$ cat src/rtl/rv_mc_ctrl_if.sv
// Shared memory-port handshake between the multi-cycle sequencer and the memory.
// The master side raises the request; the slave side answers with MEM_ACK.
interface rv_mc_ctrl_if;
    logic MEM_REQ;
    logic MEM_SEL;
    logic MEM_WE;
    logic MEM_ACK;

    modport master (output MEM_REQ, output MEM_SEL, output MEM_WE, input MEM_ACK);
    modport slave  (input MEM_REQ, input MEM_SEL, input MEM_WE, output MEM_ACK);
endinterface

$ cat src/rtl/rv_mc_ctrl.sv
// Multi-cycle RV32I sequencer: IDLE/FETCH/DECODE/EXEC/MEM/WB with retire counter.
// Optional macro MC_CTRL_ILLEGAL_TRAP_EN sends unknown opcodes to a sticky TRAP state.
module rv_mc_ctrl #(
    parameter int CNT_W = 32
) (
    input  logic             CLK,
    input  logic             RST,
    input  logic             RUN,
    input  logic [6:0]       OPCODE,
    input  logic             BR_TAKEN,
    rv_mc_ctrl_if.master     mem,
    output logic             IR_WE,
    output logic             RF_WE,
    output logic             PC_WE,
    output logic             PC_SEL,
    output logic [3:0]       ALU_INST,
    output logic             RETIRE,
    output logic [CNT_W-1:0] RETIRE_CNT,
    output logic             ILLEGAL,
    output logic [2:0]       STATE
);

    typedef enum logic [2:0] {
        S_IDLE   = 3'd0,
        S_FETCH  = 3'd1,
        S_DECODE = 3'd2,
        S_EXEC   = 3'd3,
        S_MEM    = 3'd4,
        S_WB     = 3'd5,
        S_TRAP   = 3'd6
    } state_t;

    localparam logic [3:0] C_LUI   = 4'd0;
    localparam logic [3:0] C_AUIPC = 4'd1;
    localparam logic [3:0] C_JAL   = 4'd2;
    localparam logic [3:0] C_JALR  = 4'd3;
    localparam logic [3:0] C_STORE = 4'd4;
    localparam logic [3:0] C_LOAD  = 4'd5;
    localparam logic [3:0] C_OPIMM = 4'd6;
    localparam logic [3:0] C_BR    = 4'd7;
    localparam logic [3:0] C_OP    = 4'd8;
    // Not a real class: marks an unrecognised opcode travelling through as a NOP.
    localparam logic [3:0] C_ILL   = 4'd15;

    function automatic logic [3:0] decode_class(input logic [6:0] op);
        case (op)
            7'b0110111: decode_class = C_LUI;
            7'b0010111: decode_class = C_AUIPC;
            7'b1101111: decode_class = C_JAL;
            7'b1100111: decode_class = C_JALR;
            7'b0100011: decode_class = C_STORE;
            7'b0000011: decode_class = C_LOAD;
            7'b0010011: decode_class = C_OPIMM;
            7'b1100011: decode_class = C_BR;
            7'b0110011: decode_class = C_OP;
            default:    decode_class = C_ILL;
        endcase
    endfunction

    state_t           state_q, state_d;
    logic [3:0]       alu_inst_q, alu_inst_d;
    logic [CNT_W-1:0] cnt_q, cnt_d;
    logic             retire;
`ifdef MC_CTRL_ILLEGAL_TRAP_EN
    logic             illegal_q, illegal_d;
`endif

    always_comb begin
        state_d     = state_q;
        alu_inst_d  = alu_inst_q;
        cnt_d       = cnt_q;
        mem.MEM_REQ = 1'b0;
        mem.MEM_SEL = 1'b0;
        mem.MEM_WE  = 1'b0;
        IR_WE       = 1'b0;
        RF_WE       = 1'b0;
        PC_WE       = 1'b0;
        PC_SEL      = 1'b0;
        retire      = 1'b0;
`ifdef MC_CTRL_ILLEGAL_TRAP_EN
        illegal_d   = illegal_q;
`endif
        case (state_q)
            S_IDLE: begin
                if (RUN) state_d = S_FETCH;
            end
            S_FETCH: begin
                mem.MEM_REQ = 1'b1;
                if (mem.MEM_ACK) begin
                    IR_WE   = 1'b1;
                    state_d = S_DECODE;
                end
            end
            S_DECODE: begin
                alu_inst_d = decode_class(OPCODE);
                state_d    = S_EXEC;
`ifdef MC_CTRL_ILLEGAL_TRAP_EN
                if (decode_class(OPCODE) == C_ILL) begin
                    state_d   = S_TRAP;
                    illegal_d = 1'b1;
                end
`endif
            end
            S_EXEC: begin
                if (alu_inst_q == C_BR) begin
                    PC_WE  = 1'b1;
                    PC_SEL = BR_TAKEN;
                    retire = 1'b1;
                end else if (alu_inst_q == C_STORE || alu_inst_q == C_LOAD) begin
                    state_d = S_MEM;
                end else begin
                    state_d = S_WB;
                end
            end
            S_MEM: begin
                mem.MEM_REQ = 1'b1;
                mem.MEM_SEL = 1'b1;
                mem.MEM_WE  = (alu_inst_q == C_STORE);
                if (mem.MEM_ACK) begin
                    if (alu_inst_q == C_STORE) begin
                        PC_WE  = 1'b1;
                        retire = 1'b1;
                    end else begin
                        state_d = S_WB;
                    end
                end
            end
            S_WB: begin
                RF_WE  = (alu_inst_q != C_ILL);
                PC_WE  = 1'b1;
                PC_SEL = (alu_inst_q == C_JAL) || (alu_inst_q == C_JALR);
                retire = 1'b1;
            end
            S_TRAP: begin
                state_d = S_TRAP;
            end
            default: begin
                state_d = S_IDLE;
            end
        endcase

        // RUN only matters at an instruction boundary, and only for the next state.
        if (retire) begin
            state_d = RUN ? S_FETCH : S_IDLE;
            cnt_d   = cnt_q + CNT_W'(1);
        end
    end

    always_ff @(posedge CLK) begin
        if (RST) begin
            state_q    <= S_IDLE;
            alu_inst_q <= 4'd0;
            cnt_q      <= '0;
`ifdef MC_CTRL_ILLEGAL_TRAP_EN
            illegal_q  <= 1'b0;
`endif
        end else begin
            state_q    <= state_d;
            alu_inst_q <= alu_inst_d;
            cnt_q      <= cnt_d;
`ifdef MC_CTRL_ILLEGAL_TRAP_EN
            illegal_q  <= illegal_d;
`endif
        end
    end

    assign RETIRE     = retire;
    assign ALU_INST   = alu_inst_q;
    assign RETIRE_CNT = cnt_q;
    assign STATE      = state_q;
`ifdef MC_CTRL_ILLEGAL_TRAP_EN
    assign ILLEGAL    = illegal_q;
`else
    assign ILLEGAL    = 1'b0;
`endif

endmodule

$ cat src/flat_wrapper.sv
// flat-port wrapper written by rule: the top's interface ports become plain ports
module rv_mc_ctrl_flat 
#(
    parameter int CNT_W = 32
)
  (CLK, RST, RUN, OPCODE, BR_TAKEN, IR_WE, RF_WE, PC_WE, PC_SEL, ALU_INST, RETIRE, RETIRE_CNT, ILLEGAL, STATE, mem_MEM_REQ, mem_MEM_SEL, mem_MEM_WE, mem_MEM_ACK);
  rv_mc_ctrl_if mem_i ();
  input  logic CLK;
  input  logic RST;
  input  logic RUN;
  input  logic [6:0] OPCODE;
  input  logic BR_TAKEN;
  output logic IR_WE;
  output logic RF_WE;
  output logic PC_WE;
  output logic PC_SEL;
  output logic [3:0] ALU_INST;
  output logic RETIRE;
  output logic [CNT_W-1:0] RETIRE_CNT;
  output logic ILLEGAL;
  output logic [2:0] STATE;
  output wire logic [$bits(mem_i.MEM_REQ)-1:0] mem_MEM_REQ;
  output wire logic [$bits(mem_i.MEM_SEL)-1:0] mem_MEM_SEL;
  output wire logic [$bits(mem_i.MEM_WE)-1:0] mem_MEM_WE;
  input wire logic [$bits(mem_i.MEM_ACK)-1:0] mem_MEM_ACK;
  assign mem_MEM_REQ = mem_i.MEM_REQ;
  assign mem_MEM_SEL = mem_i.MEM_SEL;
  assign mem_MEM_WE = mem_i.MEM_WE;
  assign mem_i.MEM_ACK = mem_MEM_ACK;
  rv_mc_ctrl #(.CNT_W(CNT_W)) u_core (.CLK(CLK), .RST(RST), .RUN(RUN), .OPCODE(OPCODE), .BR_TAKEN(BR_TAKEN), .mem(mem_i), .IR_WE(IR_WE), .RF_WE(RF_WE), .PC_WE(PC_WE), .PC_SEL(PC_SEL), .ALU_INST(ALU_INST), .RETIRE(RETIRE), .RETIRE_CNT(RETIRE_CNT), .ILLEGAL(ILLEGAL), .STATE(STATE));
endmodule
$ cat config.mk
export PLATFORM = sky130hd
export DESIGN_NAME = rv_mc_ctrl_flat
export DESIGN_NICKNAME = d
export VERILOG_FILES = /design/src/rtl/rv_mc_ctrl_if.sv /design/src/rtl/rv_mc_ctrl.sv /design/src/flat_wrapper.sv
export SDC_FILE = /design/constraint.sdc
export NUM_CORES = 1
export LEC_CHECK = 0
export CAP_MARGIN = 15
export CORE_UTILIZATION = 43
export DETAILED_ROUTE_END_ITERATION = 10
export GPL_TIMING_DRIVEN = 1
export PLACE_DENSITY = 0.83
export SYNTH_ARGS = -nofsm -noshare
export SYNTH_HDL_FRONTEND = slang
export SYNTH_SLANG_ARGS = --single-unit
$ cat constraint.sdc
create_clock -name CLK -period 2.2 [get_ports CLK]
set_input_delay 0.33 -clock CLK [delete_from_list [all_inputs] [get_ports CLK]]
set_output_delay 0.33 -clock CLK [all_outputs]
set_load 0.02 [all_outputs]
; Word-level counts from Yosys, hierarchy flattened
; Cells that the tools add are included.
[classes]
n_addsub = 1
eq_ne = 27
mux = 22
n_reduce_logical = 5
[op_table]
columns = op, count
row1 = case mux 4 bit (9 select lines), 1
row2 = "adder 32 x 1 -> 32 bit, second input constant", 1
row3 = "== test 7 x 6 -> 1 bit, second input constant", 3
row4 = "== test 7 bit, second input constant", 3
row5 = case mux 3 bit (7 select lines), 1
row6 = two-way mux 3 bit, 6
row7 = "!= test 3 bit, second input constant", 5
row8 = "== test 7 x 5 -> 1 bit, second input constant", 2
row9 = "== test 4 x 3 -> 1 bit, second input constant", 3
row10 = two-way mux 1 bit, 12
row11 = "== test 3 bit, second input constant", 3
row12 = "== test 4 x 2 -> 1 bit, second input constant", 2
row13 = "== test 7 x 2 -> 1 bit, second input constant", 1
row14 = "== test 3 x 2 -> 1 bit, second input constant", 2
row15 = AND reduction 6 bit, 1
row16 = "!= test 4 bit, second input constant", 1
row17 = "== test 3 x 1 -> 1 bit, second input constant", 1
row18 = logical NOT 3 bit, 1
row19 = case mux 1 bit (3 select lines), 1
row20 = logical OR 1 bit, 2
row21 = "!= test 2 bit, second input constant", 1
row22 = case mux 1 bit (2 select lines), 1
row23 = OR reduction 2 bit, 1
[totals]
reg_bits = 39
input_bits = 12
out_inout_bits = 48
elab_cells = 58

; Longest topological paths before layout
; Gate-level depths: netlist of the first run.
[depth]
word_depth = 6
ltp_mapped = 9
mapped_depth_nobuf = 6

; Least setup slack after synthesis of the first run
; OpenSTA, ideal clock, no wires.
[synth_timing]
kind = register to output
startpoint = reg u_core.alu_inst_q[2], in the netlist u_core.ALU_INST[2]
endpoint = out RETIRE
t_arrival_ns = 1.979
slack_ns = -0.109
stages_incl_launch_ff = 8
n_path_buf = 3
path_cell_list = dfxtp_1 -> or4b_4 -> o32ai_4 -> buf_6 -> nor2_2 -> buf_2 -> inv_2 -> buf_4
[synth_via]
elab_chain_len = 4
word_cells_on_any_way = 6
cone_classes = eq/ne: 2 / mux: 4
[synth_rtl]
columns = element, line
row1 = start: declaration, rv_mc_ctrl.sv:61  ; logic [3:0] alu_inst_q, alu_inst_d;
row2 = start signal: assignment, rv_mc_ctrl.sv:159  ; alu_inst_q <= alu_inst_d;
row3 = == test 4 x 3 -> 1 bit, rv_mc_ctrl.sv:120  ; if (alu_inst_q == C_STORE) begin
row4 = two-way mux 1 bit (2 in a row), --
row5 = case mux 1 bit (3 select lines) *, --
row6 = end: declaration, flat_wrapper.sv:18  ; output logic RETIRE;
; Mark *: on every way between the ends. The rest lies on a longest branch, timed or not.

; Worst setup path in the final report of the first run
[layout_timing]
startpoint = reg u_core.alu_inst_q[0], in the netlist u_core.ALU_INST[0]
endpoint = reg u_core.cnt_q[30], in the netlist u_core.RETIRE_CNT[30]
[layout_via]
elab_chain_len = 4
word_cells_on_any_way = 6
cone_classes = eq/ne: 2 / mux: 4
[layout_rtl]
columns = element, line
row1 = == test 4 x 3 -> 1 bit, rv_mc_ctrl.sv:120
row2 = two-way mux 1 bit, rv_mc_ctrl.sv:120
row3 = two-way mux 1 bit, rv_mc_ctrl.sv:119  ; if (mem.MEM_ACK) begin
row4 = case mux 1 bit (3 select lines) *, rv_mc_ctrl.sv:83  ; case (state_q)
row5 = end signal: assignment, rv_mc_ctrl.sv:160  ; cnt_q <= cnt_d;
row6 = end: declaration, rv_mc_ctrl.sv:62  ; logic [CNT_W-1:0] cnt_q, cnt_d;
; Marks and branches as above.
; A chain may end at the register's enable or synchronous reset.

==> impl_metrics.prom, run 1 <==
# TYPE chip_impl_metric gauge
chip_impl_info{name="outcome",value="finished, violations left"} 1
chip_impl_info{name="failed_checks",value="DRC, setup timing"} 1
chip_impl_info{name="min-delay-start",value="u_core.RETIRE_CNT[22]"} 1
chip_impl_info{name="critPathLaunchType",value="flip-flop"} 1
chip_impl_metric{name="final.setup.worst_slack",unit="ns"} -0.0323
chip_impl_metric{name="synth_top_area_share",unit="%"} 38.0
chip_impl_metric{name="route.detailed.vias_per_inst",unit=""} 5.84
chip_impl_metric{name="floorplan.rows",unit=""} 24
chip_impl_metric{name="die-height",unit="um"} 71.1
chip_impl_info{name="post_synth_most_frequent_cells",value="39 x dfxtp_1, 31 x nor2_1, 20 x a21oi_1, 20 x o21ai_0, 16 x nand2_1"} 1
chip_impl_metric{name="synth_compound_area_share",unit="%"} 21.9
chip_impl_metric{name="initial_core_util",unit="%"} 45.9
chip_impl_metric{name="antenna_found_initial",unit=""} 0
chip_impl_info{name="synth_most_common_cell",value="dfxtp_1"} 1
chip_impl_metric{name="multiInputGateArea",unit="sq mm"} 0.00123
chip_impl_metric{name="ys_ff_latch",unit=""} 39
chip_impl_metric{name="die-width",unit="um"} 71.1
chip_impl_metric{name="post_synthesis_net_count",unit=""} 262
chip_impl_metric{name="critical-path-max-stage-delay",unit="ns"} 0.56
chip_impl_metric{name="final_min_period_over_clock_period",unit="%"} 101
chip_impl_metric{name="instances_no_fill",unit=""} 378
chip_impl_info{name="crit_type",value="flip-flop to flip-flop"} 1
chip_impl_metric{name="post_route_cells_drive_above_1_share",unit="%"} 18.4
chip_impl_metric{name="synth_cells",unit=""} 249
chip_impl_metric{name="drt_iter0_markers",unit=""} 179
chip_impl_metric{name="worst_ep_required_time",unit="ns"} 2.40
chip_impl_metric{name="num_io_pins",unit=""} 60
chip_impl_metric{name="synth-edff-count",unit=""} 0
chip_impl_metric{name="ys.warnings.count",unit=""} 0
chip_impl_metric{name="port_buffers",unit=""} 58
chip_impl_info{name="critPathCaptureType",value="flip-flop"} 1
chip_impl_metric{name="final_hold_viol_count",unit=""} 0
chip_impl_metric{name="drt-pass1-iter-count",unit=""} 7
chip_impl_metric{name="grt_use_total",unit="%"} 22.8
chip_impl_metric{name="synthSimpleGateAreaFrac",unit="%"} 28.2
chip_impl_info{name="min_path_type",value="flip-flop to flip-flop"} 1
chip_impl_info{name="netlist_top_cells_area",value="dfxtp_1 38%, nor2_1 5.7%, xor2_1 5.1%, a21oi_1 4.9%, o21ai_0 4.9%"} 1
chip_impl_metric{name="vias",unit=""} 2207
chip_impl_metric{name="fmaxAchievable",unit="MHz"} 448
chip_impl_info{name="rsz0062_at_grt",value="true"} 1
chip_impl_info{name="yosys_most_used_dff",value="dfxtp_1"} 1
chip_impl_metric{name="area_growth_syn_to_layout",unit="%"} 45.6
chip_impl_metric{name="post_drt_wl_per_cell",unit="um"} 14.8
chip_impl_metric{name="hold_slack",unit="ns"} 0.506
chip_impl_metric{name="syn_area",unit="sq mm"} 0.00205
chip_impl_info{name="crit_path_cell_trace",value="or4b_4 > o32ai_4 > buf_6 > o2111ai_2 > or3_1 > mux2_4"} 1
chip_impl_metric{name="gr-total-overflow",unit=""} 0
chip_impl_info{name="holdPathEnd",value="u_core.RETIRE_CNT[22]"} 1
chip_impl_metric{name="timing_max_transition_violations_final",unit=""} 0
chip_impl_metric{name="synth_adder_area_share",unit="%"} 0.609
chip_impl_metric{name="routed_wirelength",unit="mm"} 5.59
chip_impl_metric{name="core-area",unit="sq mm"} 0.00447
chip_impl_metric{name="first_pass_grt_wire_length",unit="mm"} 9.16
chip_impl_metric{name="ant_nets",unit=""} 0
chip_impl_metric{name="leakagePower",unit="nW"} 1.05
chip_impl_metric{name="setup_viol_count_final",unit=""} 3
chip_impl_metric{name="async_flop_share",unit="%"} 0
chip_impl_metric{name="clock_tree.buffer_depth",unit=""} 2
chip_impl_metric{name="skew",unit="ns"} 0.00814
chip_impl_info{name="critical_path.reg2reg.endpoint",value="u_core.RETIRE_CNT[30]"} 1
chip_impl_metric{name="final.min_clock_period",unit="ns"} 2.23
chip_impl_metric{name="insertedDiodeCount",unit=""} 0
chip_impl_metric{name="yosys-mux-area-fraction",unit="%"} 0.548
chip_impl_metric{name="pwr_density_cell",unit="mW/mm^2"} 513
chip_impl_metric{name="min_path_cells",unit=""} 2
chip_impl_metric{name="grt_start_max_net_pins",unit=""} 13
chip_impl_metric{name="clock_insertion_delay_at_the_later_pin_of_the_skew_report",unit="ns"} 0.31
chip_impl_info{name="synth_top_family_by_area",value="simple AND/OR/NAND/NOR gates"} 1
chip_impl_metric{name="htreeDepth",unit=""} 2
chip_impl_metric{name="r2r_setup_slack",unit="ns"} -0.03
chip_impl_info{name="crit_path_top_delay_cell",value="or4b_4"} 1
chip_impl_metric{name="finalWeightedCongestion",unit=""} 0.849
chip_impl_metric{name="maxCapViolCount",unit=""} 0
chip_impl_metric{name="fillers",unit=""} 373
chip_impl_metric{name="ff2ff_path_depth",unit=""} 6
chip_impl_info{name="clock_tree.root_cell",value="clkbuf_8"} 1
chip_impl_metric{name="synth_cell_type_count",unit=""} 50
chip_impl_metric{name="worst-endpoint-arrival",unit="ns"} 2.43
chip_impl_metric{name="grt_pass1_vias",unit=""} 1979
chip_impl_metric{name="placed_cells_incl_taps",unit=""} 370
chip_impl_metric{name="post_cts_hold_buffers",unit=""} 0
chip_impl_metric{name="design.die.area",unit="sq mm"} 0.00506
chip_impl_info{name="post_synth_top_area_cell",value="dfxtp_1"} 1
chip_impl_metric{name="number_of_buffers_created_by_cts",unit=""} 5
chip_impl_metric{name="cts.reportedPaths.clkPinSlew",unit="ns"} 0.08
chip_impl_metric{name="ff_latch_area",unit="sq um"} 786
chip_impl_metric{name="irDropWorstVdd",unit="mV"} 0.348
chip_impl_metric{name="nets",unit=""} 338
chip_impl_metric{name="path_max_fanout",unit=""} 7
chip_impl_metric{name="clock_sinks",unit=""} 39
chip_impl_metric{name="dp_hpwl",unit="mm"} 4.05
chip_impl_info{name="clock_tree_from_tritoncts",value="yes"} 1
chip_impl_metric{name="sequential_share_of_the_synthesized_area",unit="%"} 38.0
chip_impl_info{name="crit-reg2reg-launch",value="u_core.ALU_INST[0]"} 1
chip_impl_metric{name="xor_and_xnor_area_share_after_synthesis",unit="%"} 5.97
chip_impl_metric{name="detail_route.drc_violations",unit=""} 3
chip_impl_metric{name="average_instance_area_after_synthesis",unit="sq um"} 8.25
[cell families (layout without fill, tap and decap cells)]
logic type                 count (synthesis)  count (layout)
AOI/OAI and AO/OA                         65              65
xor gates and xnor gates                  14              14
adders and majority gates                  1               1
buffers and inverters                     18              95
DFF                                       39              39
muxes                                      1               1
other                                      1               1
and+or+nand+nor                          110             110
[power breakdown]
group	internal, W	leakage, nW	switching (W)	total [W]
sequential	0.000716	0.317	0.00000888	0.000725
combinational	0.0000843	0.668	0.0000919	0.000176
clock	0.000367	0.0612	0.000267	0.000634
[metal layers]
layer / global-route usage (%) / up-vias / part of all wire, %
met5: 0 / - / 0
met4: 11.3 / 0 / 1.9
met3: 4.13 / 9 / 5.6
met2: 35.9 / 67 / 46
met1: 30.2 / 1063 / 47
li1: - / 1068 / -
[cell usage in the layout, fill, tap and decap left out, drive strengths merged, types with 2 or more instances in the layout]
cell and count:
clkdlybuf4s50 52, dfxtp 39, nor2 33, buf 25, o21ai 20, a21oi 20
nand2 16, or3 15, xor2 12, nand4 11, o2111ai 9, nand3 7
clkbuf 7, and3 5, and2 3, nor3 3, o31ai 3, inv 3
o211ai 3, nand2b 3, xnor2 2, or2 2, nor3b 2, or4 2
o21a 2, dlygate4sd2 2, clkinv 2, nor4 2, clkdlybuf4s15 2
[what timing repair did]
action	4_1_cts	5_1_grt
pin swaps	1	3
endpoints found under the setup margin	15	18
resized for setup	10	13
buffers inserted	0	0
[state kept, by name, summed over array words and instances (netlist names)]
name and flops:
u_core.STATE 3, u_core.ALU_INST 4, u_core.RETIRE_CNT 32
[area by class of cell]
cell class              count  area share, %
clock buffers               6           2.76
clock inverters             2           1.17
inverters                   4          0.669
multi-input cells         192           41.2
flip-flops and latches     39           26.3
well taps                  52           2.17
repair buffers             83           25.8
[worst max-delay path by stage]
stage,to,slack (ns),startpoint
detailed placement,u_core.RETIRE_CNT[30],-0.12,u_core.ALU_INST[0]
floorplan,u_core.RETIRE_CNT[30],-0.02,u_core.ALU_INST[0]
global placement,u_core.RETIRE_CNT[30],-0.05,u_core.ALU_INST[0]
finish,u_core.RETIRE_CNT[30],-0.03,u_core.ALU_INST[0]
global route,u_core.RETIRE_CNT[30],-0.08,u_core.ALU_INST[0]
CTS,u_core.RETIRE_CNT[30],-0.07,u_core.ALU_INST[0]
[worst max-delay path: cells and delay by family, from the launching register on]
family / cells / cell delay, ns
simple gates: 2 / 0.91
buf+inv: 1 / 0.18
compound gates: 2 / 0.41
mux: 1 / 0.30
flops: 1 / 0.33
[per-stage QoR]
step           power, W  area (sq um)  setup slack (ns)  utilization, %  TNS, ns
2_1_floorplan  0.000828          2070           -0.0212               -  -0.0490
3_3_place_gp   0.000912          2820           -0.0532            63.0   -0.164
3_5_place_dp   0.000915          2820            -0.119            63.0   -0.559
4_1_cts         0.00154          2940           -0.0674            65.7   -0.179
5_1_grt         0.00159          2990           -0.0783            66.9   -0.452
6_report        0.00153          2990           -0.0323            66.9  -0.0624
Note: power is estimated with default switching activity, not from simulation.
==> inputs of run 2 (changes only) <==
--- a/config.mk
+++ b/config.mk
@@ -6,10 +6,12 @@
 export NUM_CORES = 1
 export LEC_CHECK = 0
 export CAP_MARGIN = 15
-export CORE_UTILIZATION = 43
+export CELL_PAD_IN_SITES_DETAIL_PLACEMENT = 0
+export CELL_PAD_IN_SITES_GLOBAL_PLACEMENT = 2
+export CORE_UTILIZATION = 24
 export DETAILED_ROUTE_END_ITERATION = 10
 export GPL_TIMING_DRIVEN = 1
-export PLACE_DENSITY = 0.83
+export PLACE_DENSITY = 0.81
 export SYNTH_ARGS = -nofsm -noshare
 export SYNTH_HDL_FRONTEND = slang
 export SYNTH_SLANG_ARGS = --single-unit
==> constraint.sdc (replaced) <==
create_clock -name CLK -period 2.2 [get_ports CLK]
set_input_delay 0.33 -clock CLK [delete_from_list [all_inputs] [get_ports CLK]]
set_output_delay 0.33 -clock CLK [all_outputs]
set_load 0.01 [all_outputs]
==> run 2 against run 1 <==
Compared with the run above: the run ends with setup timing left; sequential share of layout area decreased by 1.2 points; first-iteration DRC count fell by 73%; register-to-register slack better by 0.02 ns; critical path depth is the same; sequential cell count is the same; critical endpoint unchanged; die area increased by 77%; clock-buffer cell count is the same; setup slack improved by 0.019 ns; wire length up 7.4%; highest routed layer unchanged; cell count increased by 16%; sequential power barely moved; via count decreased by 3.1%.
==> impl_metrics.prom, run 2 (synthesis results as in run 1) <==
# TYPE chip_impl_metric gauge
chip_impl_metric{name="ant_nets",unit=""} 0
chip_impl_metric{name="worst_ep_required_time",unit="ns"} 2.38
chip_impl_metric{name="hold_slack",unit="ns"} 0.494
chip_impl_metric{name="post_route_cells_drive_above_1_share",unit="%"} 21.1
chip_impl_metric{name="gr-total-overflow",unit=""} 0
chip_impl_metric{name="wl_met2",unit="mm"} 2.61
chip_impl_metric{name="area_growth_syn_to_layout",unit="%"} 51.8
chip_impl_metric{name="insertedDiodeCount",unit=""} 0
chip_impl_metric{name="clock_tree.buffer_depth",unit=""} 2
chip_impl_metric{name="final_min_period_over_clock_period",unit="%"} 101
chip_impl_metric{name="dp_hpwl",unit="mm"} 4.41
chip_impl_metric{name="routed-wl-met3",unit="um"} 279
chip_impl_info{name="crit_type",value="flip-flop to flip-flop"} 1
chip_impl_metric{name="first_pass_grt_wire_length",unit="mm"} 9.65
chip_impl_metric{name="timing_max_transition_violations_final",unit=""} 0
chip_impl_info{name="outcome",value="finished, violations left"} 1
chip_impl_metric{name="setup_viol_count_final",unit=""} 1
chip_impl_metric{name="finalSetupTns",unit="ns"} -0.0133
chip_impl_info{name="min_path_type",value="flip-flop to flip-flop"} 1
chip_impl_metric{name="vias",unit=""} 2139
chip_impl_metric{name="port_buffers",unit=""} 58
chip_impl_metric{name="drt-pass1-iter-count",unit=""} 4
chip_impl_metric{name="grt_pass1_vias",unit=""} 1962
chip_impl_metric{name="grt_start_max_net_pins",unit=""} 20
chip_impl_metric{name="pwr_density_cell",unit="mW/mm^2"} 432
chip_impl_metric{name="finalWeightedCongestion",unit=""} 0.758
chip_impl_metric{name="nets",unit=""} 346
chip_impl_info{name="crit_path_top_delay_cell",value="or4b_4"} 1
chip_impl_metric{name="path_buf_inv",unit=""} 1
chip_impl_metric{name="num_io_pins",unit=""} 60
chip_impl_metric{name="irDropWorstVdd",unit="mV"} 0.177
chip_impl_metric{name="clock_sinks",unit=""} 39
chip_impl_metric{name="number_of_buffers_created_by_cts",unit=""} 5
chip_impl_metric{name="final.min_clock_period",unit="ns"} 2.21
chip_impl_metric{name="die-height",unit="um"} 94.5
chip_impl_metric{name="cts.reportedPaths.clkPinSlew",unit="ns"} 0.07
chip_impl_info{name="failed_checks",value="setup timing"} 1
chip_impl_metric{name="final_hold_viol_count",unit=""} 0
chip_impl_metric{name="path_max_fanout",unit=""} 4
chip_impl_metric{name="clock_insertion_delay_at_the_later_pin_of_the_skew_report",unit="ns"} 0.29
chip_impl_metric{name="final.setup.worst_slack",unit="ns"} -0.0133
chip_impl_metric{name="routed_wirelength",unit="mm"} 6.01
chip_impl_metric{name="maxCapViolCount",unit=""} 0
chip_impl_metric{name="antenna_found_initial",unit=""} 0
chip_impl_info{name="most_common_cell_after_layout_fill_and_taps_aside",value="clkdlybuf4s50_1"} 1
chip_impl_metric{name="route.detailed.vias_per_inst",unit=""} 4.89
chip_impl_metric{name="fmaxAchievable",unit="MHz"} 452
chip_impl_info{name="critPathLaunchType",value="flip-flop"} 1
chip_impl_metric{name="floorplan.rows",unit=""} 33
chip_impl_info{name="layout_common_cells",value="53 x clkdlybuf4s50_1, 38 x dfxtp_1, 31 x nor2_1"} 1
chip_impl_metric{name="critical-path-max-stage-delay",unit="ns"} 0.55
chip_impl_metric{name="skew",unit="ns"} 0.00354
chip_impl_metric{name="die-width",unit="um"} 94.5
chip_impl_info{name="rsz0062_at_grt",value="true"} 1
chip_impl_info{name="critical_path.top_delay_family",value="simple AND/OR/NAND/NOR gates"} 1
chip_impl_info{name="critPathCaptureType",value="flip-flop"} 1
chip_impl_metric{name="design.die.area",unit="sq mm"} 0.00893
chip_impl_metric{name="core-area",unit="sq mm"} 0.00826
chip_impl_metric{name="largest_reg_flops",unit=""} 32
chip_impl_metric{name="fillers",unit=""} 857
chip_impl_metric{name="htreeDepth",unit=""} 2
chip_impl_metric{name="worst-endpoint-arrival",unit="ns"} 2.39
chip_impl_metric{name="grt_use_total",unit="%"} 13.6
chip_impl_info{name="clock_tree.root_cell",value="clkbuf_8"} 1
chip_impl_metric{name="initial_core_util",unit="%"} 24.9
chip_impl_metric{name="detail_route.drc_violations",unit=""} 0
chip_impl_metric{name="post_drt_wl_per_cell",unit="um"} 13.8
chip_impl_info{name="top_signal_layer_used",value="met4"} 1
chip_impl_info{name="clock_tree_from_tritoncts",value="yes"} 1
chip_impl_info{name="crit_path_cell_trace",value="or4b_4 > o32ai_4 > buf_6 > o2111ai_2 > or3_1 > mux2_4"} 1
chip_impl_metric{name="drt_iter0_markers",unit=""} 48
chip_impl_metric{name="leakagePower",unit="nW"} 1.06
chip_impl_metric{name="wl_met1",unit="mm"} 3.05
## run 2: area by class of cell
cell class	instances	area, sq um	area share, %
multi-input cells	192	1290	41.3
repair buffers	91	830	26.6
flip-flops and latches	39	782	25.1
well taps	105	131	4.21
clock buffers	6	72.6	2.33
inverters	4	15.0	0.482
## run 2: routing by layer
| layer | track usage (%) | vias up |
|---|---|---|
| met5 | 0 | - |
| met4 | 4.17 | 0 |
| met3 | 2.98 | 10 |
| met2 | 20.4 | 39 |
| met1 | 19.2 | 1010 |
| li1 | - | 1080 |
## run 2: where the power goes
group / internal (W) / switching [W] / total [W]
Clock: 0.000212 / 0.000245 / 0.000457
Sequential: 0.000715 / 0.00000861 / 0.000724
Combinational: 0.0000847 / 0.0000816 / 0.000166
## run 2: final timing paths
check	start	end	slack, ns	cells after the start
worst max register to register	u_core.ALU_INST[3]	u_core.RETIRE_CNT[30]	-0.01	6
worst max-delay path	u_core.ALU_INST[3]	u_core.RETIRE_CNT[30]	-0.01	6
worst min-delay path	u_core.RETIRE_CNT[31]	u_core.RETIRE_CNT[31]	0.49	2
worst min register to register	u_core.RETIRE_CNT[31]	u_core.RETIRE_CNT[31]	0.49	2
## run 2: tightest hold or removal path: cells and delay by family (launching register included)
family / cells / cell delay, ns
flops: 1 / 0.33
compound gates: 2 / 0.13
## run 2: repair_timing
action                     in CTS  in global routing
pin swaps                       1                  8
gates cloned                    0                  0
gates resized for setup         9                 26
buffers inserted                1                  1
setup endpoints to repair      12                 16
hold buffers                    0                  0
## run 2: per-stage QoR
| step | std cells | power (W) | util, % | area (sq um) | setup slack (ns) |
|---|---|---|---|---|---|
| after detailed placement | 429 | 0.000904 | 35.4 | 2920 | -0.150 |
| final | 437 | 0.00135 | 37.8 | 3120 | -0.0133 |
| after global placement | 429 | 0.000904 | 35.4 | 2920 | -0.122 |
| after global routing | 437 | 0.00140 | 37.8 | 3120 | -0.101 |
| after floorplan | 249 | 0.000815 | - | 2050 | 0.00272 |
| after CTS | 436 | 0.00136 | 36.6 | 3030 | -0.0218 |
==> inputs of run 3 (changes only) <==
--- a/config.mk
+++ b/config.mk
@@ -8,10 +8,11 @@
 export CAP_MARGIN = 15
 export CELL_PAD_IN_SITES_DETAIL_PLACEMENT = 0
 export CELL_PAD_IN_SITES_GLOBAL_PLACEMENT = 2
-export CORE_UTILIZATION = 24
+export CORE_UTILIZATION = 27
+export CTS_BUF_LIST = sky130_fd_sc_hd__clkbuf_8 sky130_fd_sc_hd__clkbuf_16
 export DETAILED_ROUTE_END_ITERATION = 10
 export GPL_TIMING_DRIVEN = 1
-export PLACE_DENSITY = 0.81
+export PLACE_DENSITY = 0.86
 export SYNTH_ARGS = -nofsm -noshare
 export SYNTH_HDL_FRONTEND = slang
 export SYNTH_SLANG_ARGS = --single-unit
==> constraint.sdc (replaced) <==
create_clock -name CLK -period 2.1 [get_ports CLK]
set_input_delay 0.315 -clock CLK [delete_from_list [all_inputs] [get_ports CLK]]
set_output_delay 0.315 -clock CLK [all_outputs]
set_load 0.01 [all_outputs]
==> run 3 against run 2 <==
Compared with the run above: the flow still finishes with violations (setup timing); clock power rose by 1%; total power increased by 4.0%; non-clock buffer count grew 9; clock skew grew 0.0014 ns; hold slack got worse by 0.0077 ns; via count rose by 1.4%; critical endpoint unchanged.
==> impl_metrics.prom, run 3 (synthesis results as in run 1) <==
# TYPE chip_impl_metric gauge
chip_impl_info{name="outcome",value="finished, violations left"} 1
chip_impl_info{name="failed_checks",value="setup timing"} 1
chip_impl_metric{name="post_route_cells_drive_above_1_share",unit="%"} 21.1
chip_impl_metric{name="setup_viol_count_final",unit=""} 16
chip_impl_info{name="crit-reg2reg-launch",value="u_core.ALU_INST[0]"} 1
chip_impl_info{name="critPathCaptureType",value="flip-flop"} 1
chip_impl_metric{name="core-area",unit="sq mm"} 0.00729
chip_impl_metric{name="final_min_period_over_clock_period",unit="%"} 108
chip_impl_info{name="min_path_type",value="flip-flop to flip-flop"} 1
chip_impl_metric{name="number_of_buffers_created_by_cts",unit=""} 5
chip_impl_info{name="clock_tree_from_tritoncts",value="yes"} 1
chip_impl_metric{name="finalWeightedCongestion",unit=""} 0.796
chip_impl_metric{name="final_non_filler_cell_area",unit="sq mm"} 0.00315
chip_impl_metric{name="initial_core_util",unit="%"} 28.2
chip_impl_metric{name="vias",unit=""} 2168
chip_impl_metric{name="route.detailed.vias_per_inst",unit=""} 4.93
chip_impl_metric{name="clock_sinks",unit=""} 39
chip_impl_metric{name="insertedDiodeCount",unit=""} 0
chip_impl_metric{name="ff2ff_path_depth",unit=""} 7
chip_impl_info{name="cpMostUsedCell",value="buf_6"} 1
chip_impl_metric{name="grt_start_max_net_pins",unit=""} 14
chip_impl_info{name="crit_path_cell_trace",value="or4b_4 > o32ai_4 > buf_6 > buf_6 > o2111ai_2 > or3_1 > mux2_1"} 1
chip_impl_metric{name="die-height",unit="um"} 89.2
chip_impl_metric{name="worst_ep_required_time",unit="ns"} 2.28
chip_impl_info{name="layout_common_cells",value="54 x clkdlybuf4s50_1, 39 x buf_4, 36 x dfxtp_1"} 1
chip_impl_metric{name="final.min_clock_period",unit="ns"} 2.26
chip_impl_metric{name="grt_pass1_vias",unit=""} 1986
chip_impl_metric{name="path_max_fanout",unit=""} 3
chip_impl_metric{name="post-route-util",unit="%"} 43.2
chip_impl_metric{name="finalSetupTns",unit="ns"} -1.49
chip_impl_metric{name="clock_tree.buffer_depth",unit=""} 2
chip_impl_metric{name="floorplan.rows",unit=""} 31
chip_impl_metric{name="clock_insertion_delay_at_the_later_pin_of_the_skew_report",unit="ns"} 0.28
chip_impl_metric{name="r2r_setup_slack",unit="ns"} -0.16
chip_impl_info{name="crit_path_top_delay_cell",value="or4b_4"} 1
chip_impl_info{name="crit_type",value="flip-flop to flip-flop"} 1
chip_impl_metric{name="timing_max_transition_violations_final",unit=""} 0
chip_impl_metric{name="worst-endpoint-arrival",unit="ns"} 2.44
chip_impl_metric{name="min_path_cells",unit=""} 2
chip_impl_metric{name="num_io_pins",unit=""} 60
chip_impl_info{name="holdPathEnd",value="u_core.RETIRE_CNT[31]"} 1
chip_impl_metric{name="dp_hpwl",unit="mm"} 4.43
chip_impl_metric{name="fillers",unit=""} 751
chip_impl_metric{name="final_hold_viol_count",unit=""} 0
chip_impl_metric{name="largest_reg_flops",unit=""} 32
chip_impl_metric{name="skew",unit="ns"} 0.00496
chip_impl_metric{name="htreeDepth",unit=""} 2
chip_impl_metric{name="area_growth_syn_to_layout",unit="%"} 53.2
chip_impl_metric{name="post_drt_wl_per_cell",unit="um"} 13.4
chip_impl_metric{name="critical-path-max-stage-delay",unit="ns"} 0.55
chip_impl_info{name="min-delay-start",value="u_core.RETIRE_CNT[31]"} 1
chip_impl_metric{name="placed_cell_area",unit="sq mm"} 0.00297
chip_impl_metric{name="multiInputGateArea",unit="sq mm"} 0.00123
chip_impl_metric{name="leakagePower",unit="nW"} 1.09
chip_impl_metric{name="antenna_found_initial",unit=""} 0
chip_impl_metric{name="drt_iter0_markers",unit=""} 90
chip_impl_metric{name="ant_nets",unit=""} 0
chip_impl_info{name="rsz0062_at_grt",value="true"} 1
chip_impl_info{name="critical_path.reg2reg.endpoint",value="u_core.RETIRE_CNT[30]"} 1
chip_impl_metric{name="design.die.area",unit="sq mm"} 0.00796
chip_impl_metric{name="final.setup.worst_slack",unit="ns"} -0.162
chip_impl_metric{name="ff_latch_area",unit="sq um"} 785
chip_impl_metric{name="gr-total-overflow",unit=""} 0
chip_impl_metric{name="path_buf_inv",unit=""} 2
chip_impl_metric{name="port_buffers",unit=""} 58
chip_impl_metric{name="drt-pass1-iter-count",unit=""} 4
chip_impl_info{name="most_common_cell_after_layout_fill_and_taps_aside",value="clkdlybuf4s50_1"} 1
chip_impl_info{name="critPathLaunchType",value="flip-flop"} 1
chip_impl_metric{name="cts.reportedPaths.clkPinSlew",unit="ns"} 0.07
chip_impl_metric{name="fmaxAchievable",unit="MHz"} 442
chip_impl_metric{name="pwr_density_cell",unit="mW/mm^2"} 445
chip_impl_metric{name="die-width",unit="um"} 89.2
chip_impl_metric{name="first_pass_grt_wire_length",unit="mm"} 9.53
chip_impl_metric{name="hold_slack",unit="ns"} 0.487
chip_impl_info{name="clock_tree.root_cell",value="clkbuf_8"} 1
chip_impl_metric{name="detailedPlace.worstSlack",unit="ns"} -0.227
chip_impl_metric{name="maxCapViolCount",unit=""} 0
chip_impl_metric{name="irDropWorstVdd",unit="mV"} 0.244
chip_impl_info{name="critical_path.top_delay_family",value="simple AND/OR/NAND/NOR gates"} 1
chip_impl_metric{name="nets",unit=""} 355
chip_impl_metric{name="routed_wirelength",unit="mm"} 5.92
chip_impl_metric{name="detail_route.drc_violations",unit=""} 0
chip_impl_metric{name="grt_use_total",unit="%"} 15.5
==> run 3: report_power, final <==
| group | internal, W | total [W] | switching, W |
|---|---|---|---|
| clock | 0.000217 | 0.000463 | 0.000247 |
| combinational | 0.0000927 | 0.000180 | 0.0000871 |
| sequential | 0.000750 | 0.000758 | 0.00000793 |
| total | 0.00106 | 0.00140 | 0.000342 |
==> run 3: worst register-to-register path, cell delays in order (launching register included) <==
cell and delay [ns]:
dfxtp_2 0.32, or4b_4 0.55, o32ai_4 0.24, buf_6 0.14, buf_6 0.11, o2111ai_2 0.14
or3_1 0.35, mux2_1 0.32
==> run 3: how the worst max path moves through the flow <==
stage                  startpoint               endpoint  slack [ns]  cells past startpoint
2_1_floorplan  u_core.ALU_INST[0]  u_core.RETIRE_CNT[30]        -0.1                      5
3_3_place_gp   u_core.ALU_INST[0]  u_core.RETIRE_CNT[30]       -0.16                      6
3_5_place_dp   u_core.ALU_INST[0]  u_core.RETIRE_CNT[20]       -0.23                      7
4_1_cts        u_core.ALU_INST[0]  u_core.RETIRE_CNT[30]       -0.16                      7
5_1_grt        u_core.ALU_INST[0]  u_core.RETIRE_CNT[30]       -0.24                      7
6_report       u_core.ALU_INST[0]  u_core.RETIRE_CNT[30]       -0.16                      7
==> run 3: timing repair <==
item	CTS	global route
gates cloned	0	0
buffers inserted	5	3
pin swaps	5	3
setup endpoints to repair	19	26
resized for setup	13	10
hold buffers	0	0
==> run 3: per-stage QoR <==
stage	instances	total power, W
floorplan	249	0.000855
global placement	428	0.000953
detailed placement	428	0.000953
CTS	439	0.00142
global route	440	0.00146
finish	440	0.00140
==> run 3: final cells by class <==
type / instances / share of cell area (%)
Timing Repair Buffer: 100 / 29.0
Inverter: 4 / 0.636
Clock buffer: 5 / 2.19
Tap cell: 99 / 3.93
Clock inverter: 1 / 0.119
Multi-Input combinational cell: 192 / 39.2
Sequential cell: 39 / 24.9
==> run 3: routing by layer <==
metal  routed length (um)  part of all wire [%]  global-route usage (%)  vias up
met5                    0                     0                       0        -
met4                   40                  0.68                    3.90        0
met3                  234                   4.0                    2.95        5
met2                 2740                    46                    25.0       47
met1                 2900                    49                    21.3     1023
li1                     -                     -                       -     1093
